### config.mk
export PLATFORM = sky130hd
export DESIGN_NAME = mc_control_fsm
export DESIGN_NICKNAME = d
export VERILOG_FILES = /design/src/rtl/mc_control_fsm.sv
export SDC_FILE = /design/constraint.sdc
export NUM_CORES = 1
export LEC_CHECK = 0
export BUFFER_PORTS_ARGS = -buffer_cell sky130_fd_sc_hd__buf_2
export CAP_MARGIN = 20
export CELL_PAD_IN_SITES_DETAIL_PLACEMENT = 0
export CELL_PAD_IN_SITES_GLOBAL_PLACEMENT = 1
export CORE_ASPECT_RATIO = 0.9
export CORE_UTILIZATION = 34
export DETAILED_ROUTE_END_ITERATION = 10
export GPL_ROUTABILITY_DRIVEN = 0
export PLACE_DENSITY = 0.74
export SYNTH_ARGS = -nofsm -noshare
export SYNTH_HDL_FRONTEND = slang
export SYNTH_SLANG_ARGS = --single-unit
### constraint.sdc
create_clock -name clk -period 2.1 [get_ports clk]
set_input_delay 0.315 -clock clk [delete_from_list [all_inputs] [get_ports clk]]
set_output_delay 0.315 -clock clk [all_outputs]
set_load 0.02 [all_outputs]
### src/rtl/mc_control_fsm.sv
// Multi-cycle MIPS main control unit: sequences fetch, decode, execute, memory
// and writeback steps, handshaking with memory and flagging faults.
module mc_control_fsm #(
    parameter int TIMEOUT_CYCLES = 16,
    parameter int CNT_W          = 5
) (
    input  logic       clk,
    input  logic       rst_n,
    input  logic [5:0] Opcode,
    input  logic       Zero,
    input  logic       mem_ready,
    output logic       PCWrite,
    output logic       PCWriteCond,
    output logic       IorD,
    output logic       MemRead,
    output logic       MemWrite,
    output logic       MemtoReg,
    output logic       IRWrite,
    output logic       RegWrite,
    output logic       RegDst,
    output logic       ALUSrcA,
    output logic [1:0] PCSource,
    output logic [1:0] ALUSrcB,
    output logic [2:0] ALUOp,
    output logic       illegal_op,
    output logic       mem_fault,
    output logic [3:0] state
);

    typedef enum logic [3:0] {
        IDLE   = 4'd0,
        FETCH  = 4'd1,
        DECODE = 4'd2,
        MEMADR = 4'd3,
        MEMRD  = 4'd4,
        MEMWB  = 4'd5,
        MEMWR  = 4'd6,
        EXEC_R = 4'd7,
        ALUWB  = 4'd8,
        BRANCH = 4'd9,
        JUMP   = 4'd10,
        EXEC_I = 4'd11,
        IMMWB  = 4'd12
    } state_t;

    localparam logic [5:0] OP_RTYPE = 6'b000000;
    localparam logic [5:0] OP_LW    = 6'b100011;
    localparam logic [5:0] OP_SW    = 6'b101011;
    localparam logic [5:0] OP_BEQ   = 6'b000100;
    localparam logic [5:0] OP_J     = 6'b000010;
    localparam logic [5:0] OP_ADDI  = 6'b001000;
    localparam logic [5:0] OP_ANDI  = 6'b001100;
    localparam logic [5:0] OP_ORI   = 6'b001101;

    localparam logic [CNT_W-1:0] CNT_LIMIT = CNT_W'(TIMEOUT_CYCLES - 1);

    state_t           cur_state;
    state_t           next_state;
    logic [CNT_W-1:0] wait_cnt;
    logic [CNT_W-1:0] wait_cnt_next;
    logic [5:0]       op_q;
    logic             waiting;
    logic             timeout;
    logic             decode_illegal;
    logic             zero_unused;

    // The branch condition is resolved in the datapath, not here.
    assign zero_unused = Zero;

    assign waiting = (cur_state == FETCH) || (cur_state == MEMRD) || (cur_state == MEMWR);
    assign timeout = waiting && !mem_ready && (wait_cnt == CNT_LIMIT);
    assign state   = cur_state;

    always_ff @(posedge clk or negedge rst_n) begin
        if (!rst_n) begin
            cur_state  <= IDLE;
            wait_cnt   <= '0;
            op_q       <= '0;
            illegal_op <= 1'b0;
            mem_fault  <= 1'b0;
        end else begin
            cur_state  <= next_state;
            wait_cnt   <= wait_cnt_next;
            illegal_op <= decode_illegal;
            mem_fault  <= mem_fault | timeout;
            if (cur_state == DECODE) begin
                op_q <= Opcode;
            end
        end
    end

    always_comb begin
        wait_cnt_next = '0;
        if (waiting && (next_state == cur_state) && !mem_ready) begin
            wait_cnt_next = wait_cnt + 1'b1;
        end
    end

    always_comb begin
        next_state     = cur_state;
        decode_illegal = 1'b0;
        case (cur_state)
            IDLE:   next_state = FETCH;
            FETCH: begin
                if (timeout) begin
                    next_state = IDLE;
                end else if (mem_ready) begin
                    next_state = DECODE;
                end
            end
            DECODE: begin
                case (Opcode)
                    OP_LW, OP_SW:             next_state = MEMADR;
                    OP_RTYPE:                 next_state = EXEC_R;
                    OP_BEQ:                   next_state = BRANCH;
                    OP_J:                     next_state = JUMP;
                    OP_ADDI, OP_ANDI, OP_ORI: next_state = EXEC_I;
                    default: begin
                        next_state     = FETCH;
                        decode_illegal = 1'b1;
                    end
                endcase
            end
            MEMADR: next_state = (op_q == OP_SW) ? MEMWR : MEMRD;
            MEMRD: begin
                if (timeout) begin
                    next_state = IDLE;
                end else if (mem_ready) begin
                    next_state = MEMWB;
                end
            end
            MEMWB:  next_state = FETCH;
            MEMWR: begin
                if (timeout) begin
                    next_state = IDLE;
                end else if (mem_ready) begin
                    next_state = FETCH;
                end
            end
            EXEC_R: next_state = ALUWB;
            ALUWB:  next_state = FETCH;
            BRANCH: next_state = FETCH;
            JUMP:   next_state = FETCH;
            EXEC_I: next_state = IMMWB;
            IMMWB:  next_state = FETCH;
            default: next_state = IDLE;
        endcase
    end

    // Memory strobes are withdrawn in the timeout cycle so the bus sees no request.
    always_comb begin
        PCWrite     = 1'b0;
        PCWriteCond = 1'b0;
        IorD        = 1'b0;
        MemRead     = 1'b0;
        MemWrite    = 1'b0;
        MemtoReg    = 1'b0;
        IRWrite     = 1'b0;
        RegWrite    = 1'b0;
        RegDst      = 1'b0;
        ALUSrcA     = 1'b0;
        PCSource    = 2'b00;
        ALUSrcB     = 2'b00;
        ALUOp       = 3'b000;
        case (cur_state)
            FETCH: begin
                MemRead = !timeout;
                IRWrite = mem_ready;
                PCWrite = mem_ready;
                ALUSrcB = 2'b01;
            end
            DECODE: ALUSrcB = 2'b11;
            MEMADR: begin
                ALUSrcA = 1'b1;
                ALUSrcB = 2'b10;
            end
            MEMRD: begin
                MemRead = !timeout;
                IorD    = 1'b1;
            end
            MEMWB: begin
                RegWrite = 1'b1;
                MemtoReg = 1'b1;
            end
            MEMWR: begin
                MemWrite = !timeout;
                IorD     = 1'b1;
            end
            EXEC_R: begin
                ALUSrcA = 1'b1;
                ALUOp   = 3'b010;
            end
            ALUWB: begin
                RegWrite = 1'b1;
                RegDst   = 1'b1;
            end
            BRANCH: begin
                ALUSrcA     = 1'b1;
                ALUOp       = 3'b001;
                PCWriteCond = 1'b1;
                PCSource    = 2'b01;
            end
            JUMP: begin
                PCWrite  = 1'b1;
                PCSource = 2'b10;
            end
            EXEC_I: begin
                ALUSrcA = 1'b1;
                ALUSrcB = 2'b10;
                case (op_q)
                    OP_ANDI: ALUOp = 3'b100;
                    OP_ORI:  ALUOp = 3'b101;
                    default: ALUOp = 3'b011;
                endcase
            end
            IMMWB:  RegWrite = 1'b1;
            default: ;
        endcase
    end

endmodule
==> results of run 1 <==
-- registers in the layout, summed over array words and instances (netlist names) --
signal / flops
illegal_op: 1
op_q: 6
state: 4
wait_cnt: 5
mem_fault: 1
-- placed cells by master, fill, tap and decap left out, drive strengths merged --
| master | count |
|---|---|
| buf | 40 |
| dfrtp | 17 |
| nor2 | 17 |
| nand2 | 7 |
| nor2b | 7 |
| a21oi | 6 |
| nor3 | 6 |
| mux2 | 6 |
| o21ai | 6 |
| a2111oi | 6 |
| nand2b | 5 |
| inv | 4 |
| clkbuf | 3 |
| o311a | 2 |
| o22a | 2 |
| nand3 | 2 |
| xnor2 | 2 |
| or2 | 2 |
| nor4 | 2 |
| ha | 2 |
| or4b | 1 |
| nand3b | 1 |
| and3 | 1 |
| a2111o | 1 |
| nand4b | 1 |
| or4 | 1 |
| o211ai | 1 |
| nor4b | 1 |
| a221o | 1 |
| a21bo | 1 |
| o21bai | 1 |
| o32ai | 1 |
| xor2 | 1 |
| a211oi | 1 |
| a31o | 1 |
| clkinv | 1 |
| dlygate4sd3 | 1 |
-- synthesized netlist by cell type, types with 4 or more instances --
| library cell | number | area share (%) |
|---|---|---|
| dfrtp_1 | 17 | 37 |
| nor2_1 | 16 | 5.3 |
| nand2_1 | 7 | 2.3 |
| nor2b_1 | 7 | 3.8 |
| a21oi_1 | 6 | 2.6 |
| mux2_2 | 6 | 5.9 |
| nor3_1 | 6 | 2.6 |
| a2111oi_2 | 5 | 6.6 |
| clkbuf_1 | 5 | 1.6 |
| nand2b_1 | 5 | 2.7 |
| o21ai_0 | 5 | 2.2 |
| inv_1 | 4 | 1.3 |
-- power by group through the flow --
stage	logic [mW]	clock network [mW]	registers (mW)
5_1_grt	1.12	0.257	0.535
3_3_place_gp	1.01	0	0.520
3_5_place_dp	1.02	0	0.523
6_report	1.03	0.237	0.518
4_1_cts	1.03	0.245	0.519
2_1_floorplan	0.703	0	0.534
-- repair_timing --
| action | in CTS | in global routing |
|---|---|---|
| hold endpoints to repair | 17 | 0 |
| setup buffers | 0 | 1 |
| hold buffers | 1 | 0 |
| resized for setup | 4 | 4 |
| endpoints found under the setup margin | 5 | 7 |
| cloned | 0 | 0 |
| pin swaps | 2 | 0 |
-- through the flow --
stage,std cells,hold WS (ns),area [sq um],power [mW],setup TNS [ns]
6_report,203,0.373,1470,1.78,0
5_1_grt,203,0.386,1470,1.91,-0.00845
4_1_cts,202,0.372,1440,1.80,0
3_5_place_dp,197,0.262,1370,1.54,0
3_3_place_gp,197,0.256,1370,1.53,0
2_1_floorplan,125,0.0194,1150,1.24,0
-- cell type report --
type	count	area, sq um
Inverter	4	15.0
Clock inverter	1	5.00
Timing Repair Buffer	41	236
Tap cell	42	52.6
Clock buffer	3	41.3
Multi-Input combinational cell	95	694
Fill cell	304	1640
Sequential cell	17	425
-- final timing paths --
check	start	cells after the start	slack [ns]	to
setup reg to reg	wait_cnt[1]$_DFF_PN0_	7	0.13	wait_cnt[1]$_DFF_PN0_
hold reg to reg	mem_fault$_DFF_PN0_	1	0.47	mem_fault$_DFF_PN0_
hold / removal	Opcode[0]	2	0.37	op_q[0]$_DFFE_PN0P_
max in group asynchronous	rst_n	2	1.31	state[0]$_DFF_PN0_
min in group asynchronous	rst_n	2	0.52	wait_cnt[1]$_DFF_PN0_
setup / recovery	op_q[4]$_DFFE_PN0P_	4	0.02	ALUOp[0]
-- per-layer routing --
metal  up-vias  track usage (%)  routed length (um)
met5         -                0                   0
met2        21             26.3                1290
met4         0             4.98                  17
li1        526                -                   -
met3         2             2.00                  99
met1       527             21.4                1300
-- kinds of logic after synthesis --
kind of cell               count (synthesis)  synth area share (%)
DFF                                       17                  37.3
xor gates and xnor gates                   3                  2.30
AOI/OAI and AO/OA                         30                  22.3
buffers and inverters                     13                  5.15
muxes                                      6                  5.92
adders and majority gates                  2                  2.19
and+or+nand+nor                           54                  24.9
-- critical path, stage by stage (launching register included) --
cell      delay (ns)
dfrtp_1         0.37
nand2b_1        0.17
or4b_4          0.52
o311a_1         0.30
buf_2           0.16
==> results.cfg, run 1 <==
[global_route]
grt_pass1_vias = 1004
grt_max_degree = 18
grt_first_pass_wirelength_um = 4580
grtUsageTotal_pct = 15.8
overflow = 0
antenna_found_initial = 0

[worst_hold_path]
hold_path.class = in -> reg

[power]
pwr-share-comb_pct = 57.6
swShare_pct = 45.6
seqPwrFrac_pct = 29.1
leakagePower_nw = 0.652
vdd_drop_max_mv = 0.527
power_switching_mw = 0.812
p_clk_share_pct = 13.3
p_per_area_nw_per_um2 = 1210
p_int_mw = 0.969

[cells_and_area]
utilization_pct = 47.2
antenna_cells = 0
drive_gt1_share_pct = 41.0
area_growth_syn_to_layout_pct = 28.8
fin_nets = 174

[timing]
setup_ws_ns = 0.0173
finalMaxSlewViolations = 0
final_hold_viol_count = 0
rsz0062_at_grt = yes
slew_headroom_pct = 72.2
period_minus_slack_ns = 2.08
max_freq_mhz = 480
fin_crit_sh_pct = 99.2
setup_viol = 0
worst_slew_pin_slew_ns = 0.413
skew_ns = 0.00406

[die]
core_area_sq_um = 3110
die_h_um = 57.0
die-area_sq_um = 3590
rows = 19
boundaryPins = 33
initial_core_util_pct = 36.6
die_w_um = 63.1

[setup_path]
cp_max_fo = 3
cp_data_arrival_time_ns = 1.77
required_ns = 1.78
endpoint_kind = output pin
cp-start-kind = flop
crit_type = reg -> out

[synth]
async_reset_ff_share_pct = 100
synth-edff-count = 0
syn_area_per_cell_sq_um = 9.13
synthCells = 125
ys.flop_type = dfrtp_1
ys_warn_count = 0
ys_seq_elements = 17
seq_area_frac_synth_pct = 37.3
netlist_area_sq_um = 1140
synth_cell_types = 40
syn_nets = 137

[route]
drt-pass1-iter-count = 4
drc = 0
avgRoutedWirePerCell_um = 13.3
routed_wl_um = 2710
via_per_inst = 5.30
vias = 1076
ant_nets = 0
drtIter0Drc = 70

[clock_network]
h-tree-depth = 1
root_buffer = clkbuf_8
clk_latency_ns = 0.25
clkTransAtPathRegs_ns = 0.07
cts.sink_count = 17
clk_path_buf_depth = 2
cts_buffers = 3
cts_tree = yes

[placed_design]
dpl.hpwl_um = 2050
pre_cts_slack_ns = 0.0473
io_buffer_count = 31

[run]
maxCapViolations = 0

[status]
outcome = completed
No activity file was read; power rests on OpenSTA's default activity.
==> run 2: changes to the inputs <==
--- a/config.mk
+++ b/config.mk
@@ -14,6 +14,7 @@
 export DETAILED_ROUTE_END_ITERATION = 10
 export GPL_ROUTABILITY_DRIVEN = 0
 export PLACE_DENSITY = 0.74
+export SETUP_SLACK_MARGIN = 0.1
 export SYNTH_ARGS = -nofsm -noshare
 export SYNTH_HDL_FRONTEND = slang
 export SYNTH_SLANG_ARGS = --single-unit
==> constraint.sdc (replaced) <==
create_clock -name clk -period 2.1 [get_ports clk]
set_input_delay 0.21 -clock clk [delete_from_list [all_inputs] [get_ports clk]]
set_output_delay 0.21 -clock clk [all_outputs]
set_load 0.02 [all_outputs]
==> run 2 against run 1 <==
Compared with the run above:
- via count is 1.0% lower
- flip-flop and latch count stayed put
- highest routed layer unchanged
- cell count is 0.99% higher
- first-iteration DRC count is 26% lower
- clock skew is 0.0022 ns higher
- sequential share of layout area is 1.7 points lower
- clock power is 5% higher
- critical path depth is 3 higher
- global-route usage is 0.85 points higher
- register-to-register slack hardly changed
- largest power group unchanged
- non-clock buffer count is 2 higher
- combinational power is 15% higher
==> results.cfg, run 2 (synthesis gave the netlist of run 1 again) <==
[power]
leakagePower_nw = 0.671
vdd_drop_max_mv = 0.582
p_per_area_nw_per_um2 = 1240

[placed_design]
pre_cts_slack_ns = 0.0600
place_area_sq_um = 1380
io_buffer_count = 31
dpl.hpwl_um = 2070
dp.cells = 198

[timing]
max_freq_mhz = 491
finalMaxSlewViolations = 0
fin_crit_sh_pct = 97.0
rsz0062_at_grt = yes
slew_headroom_pct = 65.7
tns_ns = 0
worst_slew_pin_slew_ns = 0.514
period_minus_slack_ns = 2.04
setup_ws_ns = 0.0628
setup_viol = 0
final_hold_viol_count = 0
skew_ns = 0.00628

[cells_and_area]
area_growth_syn_to_layout_pct = 37.1
drive_gt1_share_pct = 42.3
antenna_cells = 0
post-route-cell-area_sq_um = 1560
layout_commonest_cell = buf_2
fin_nets = 176
utilization_pct = 50.2
final_cell_mix = buf_2, dfrtp_1, nor2_1
layout.cells.non_filler = 205
top_register = op_q
largest_register_ffs = 6

[setup_path]
reg2reg_slack_ns = 0.13
cp_max_fo = 3
endpoint_kind = output pin
critPathTopFamily = simple AND/OR/NAND/NOR gates
cp-start-kind = flop
path_buf_inv = 2
crit_type = reg -> out
crit_chain = ha_2, and3_4, ha_4, buf_6, nor2b_4, nor4_2, buf_4
cp_slowest_stage_delay_ns = 0.39
required_ns = 1.89
cp_data_arrival_time_ns = 1.83
cpMaxStageDelayCell = dfrtp_1

[die]
die_h_um = 57.0
die-area_sq_um = 3590
initial_core_util_pct = 36.6
core_area_sq_um = 3110
rows = 19
boundaryPins = 33
die_w_um = 63.1

[global_route]
antenna_found_initial = 0
grtUsageTotal_pct = 16.7
grt_max_degree = 18
overflow = 0
grt_pass1_vias = 1000
grt_first_pass_wirelength_um = 4700

[route]
avgRoutedWirePerCell_um = 14.0
drt-pass1-iter-count = 4
vias = 1065
drtIter0Drc = 52
drc = 0
ant_nets = 0
routed_wl_um = 2860
via_per_inst = 5.20

[clock_network]
cts_tree = yes
clkTransAtPathRegs_ns = 0.07
cts.sink_count = 17
clk_path_buf_depth = 2
clk_latency_ns = 0.25
root_buffer = clkbuf_8
h-tree-depth = 1
cts_buffers = 3

[run]
maxCapViolations = 0

[worst_hold_path]
hold_path.class = in -> reg

[status]
outcome = completed
## run 2: cell types whose count changed in the layout (fill, tap and decap cells not counted), sizes merged
cell / delta
buf: +2
## run 2: routing by layer
metal | share of wire, % | vias up | track usage, %
met4 | 0.35 | 0 | 5.32
met5 | 0 | - | 0
met1 | 48 | 510 | 22.0
li1 | - | 527 | -
met3 | 3.8 | 2 | 2.60
met2 | 48 | 26 | 28.0
## run 2: layout make-up
class                      count  area [sq um]
tap                           42          52.6
fill                         304          1550
timing repair buffer          43           260
sequential                    17           425
clock inverter                 1          5.00
clock buffer                   3          41.3
multi-input combinational     95           764
inverter                       4          15.0
## run 2: timing repair
item	in CTS	in global routing
setup buffers	0	2
resized for setup	4	13
hold buffers	1	0
hold endpoints to repair	17	0
endpoints found under the setup margin	10	8
pin swaps	2	7
## run 2: per-stage QoR
stage / power (mW) / hold WS [ns]
detailed placement: 1.57 / 0.159
CTS: 1.83 / 0.257
finish: 1.95 / 0.259
global placement: 1.55 / 0.152
global route: 2.08 / 0.266
floorplan: 1.24 / -0.0856
## run 2: where the power goes
group / switching, mW / total, mW / internal [mW]
Clock: 0.116 / 0.248 / 0.132
Combinational: 0.709 / 1.18 / 0.475
Sequential: 0.0839 / 0.514 / 0.430
Total: 0.909 / 1.95 / 1.04
## run 2: final timing paths
path / startpoint / endpoint / cells after the start
max in group asynchronous: rst_n / state[1]$_DFF_PN0_ / 2
hold / removal: Opcode[0] / op_q[0]$_DFFE_PN0P_ / 2
min in group asynchronous: rst_n / state[0]$_DFF_PN0_ / 2
hold reg to reg: mem_fault$_DFF_PN0_ / mem_fault$_DFF_PN0_ / 1
setup / recovery: wait_cnt[0]$_DFF_PN0_ / MemRead / 7
setup reg to reg: wait_cnt[0]$_DFF_PN0_ / wait_cnt[4]$_DFF_PN0_ / 7
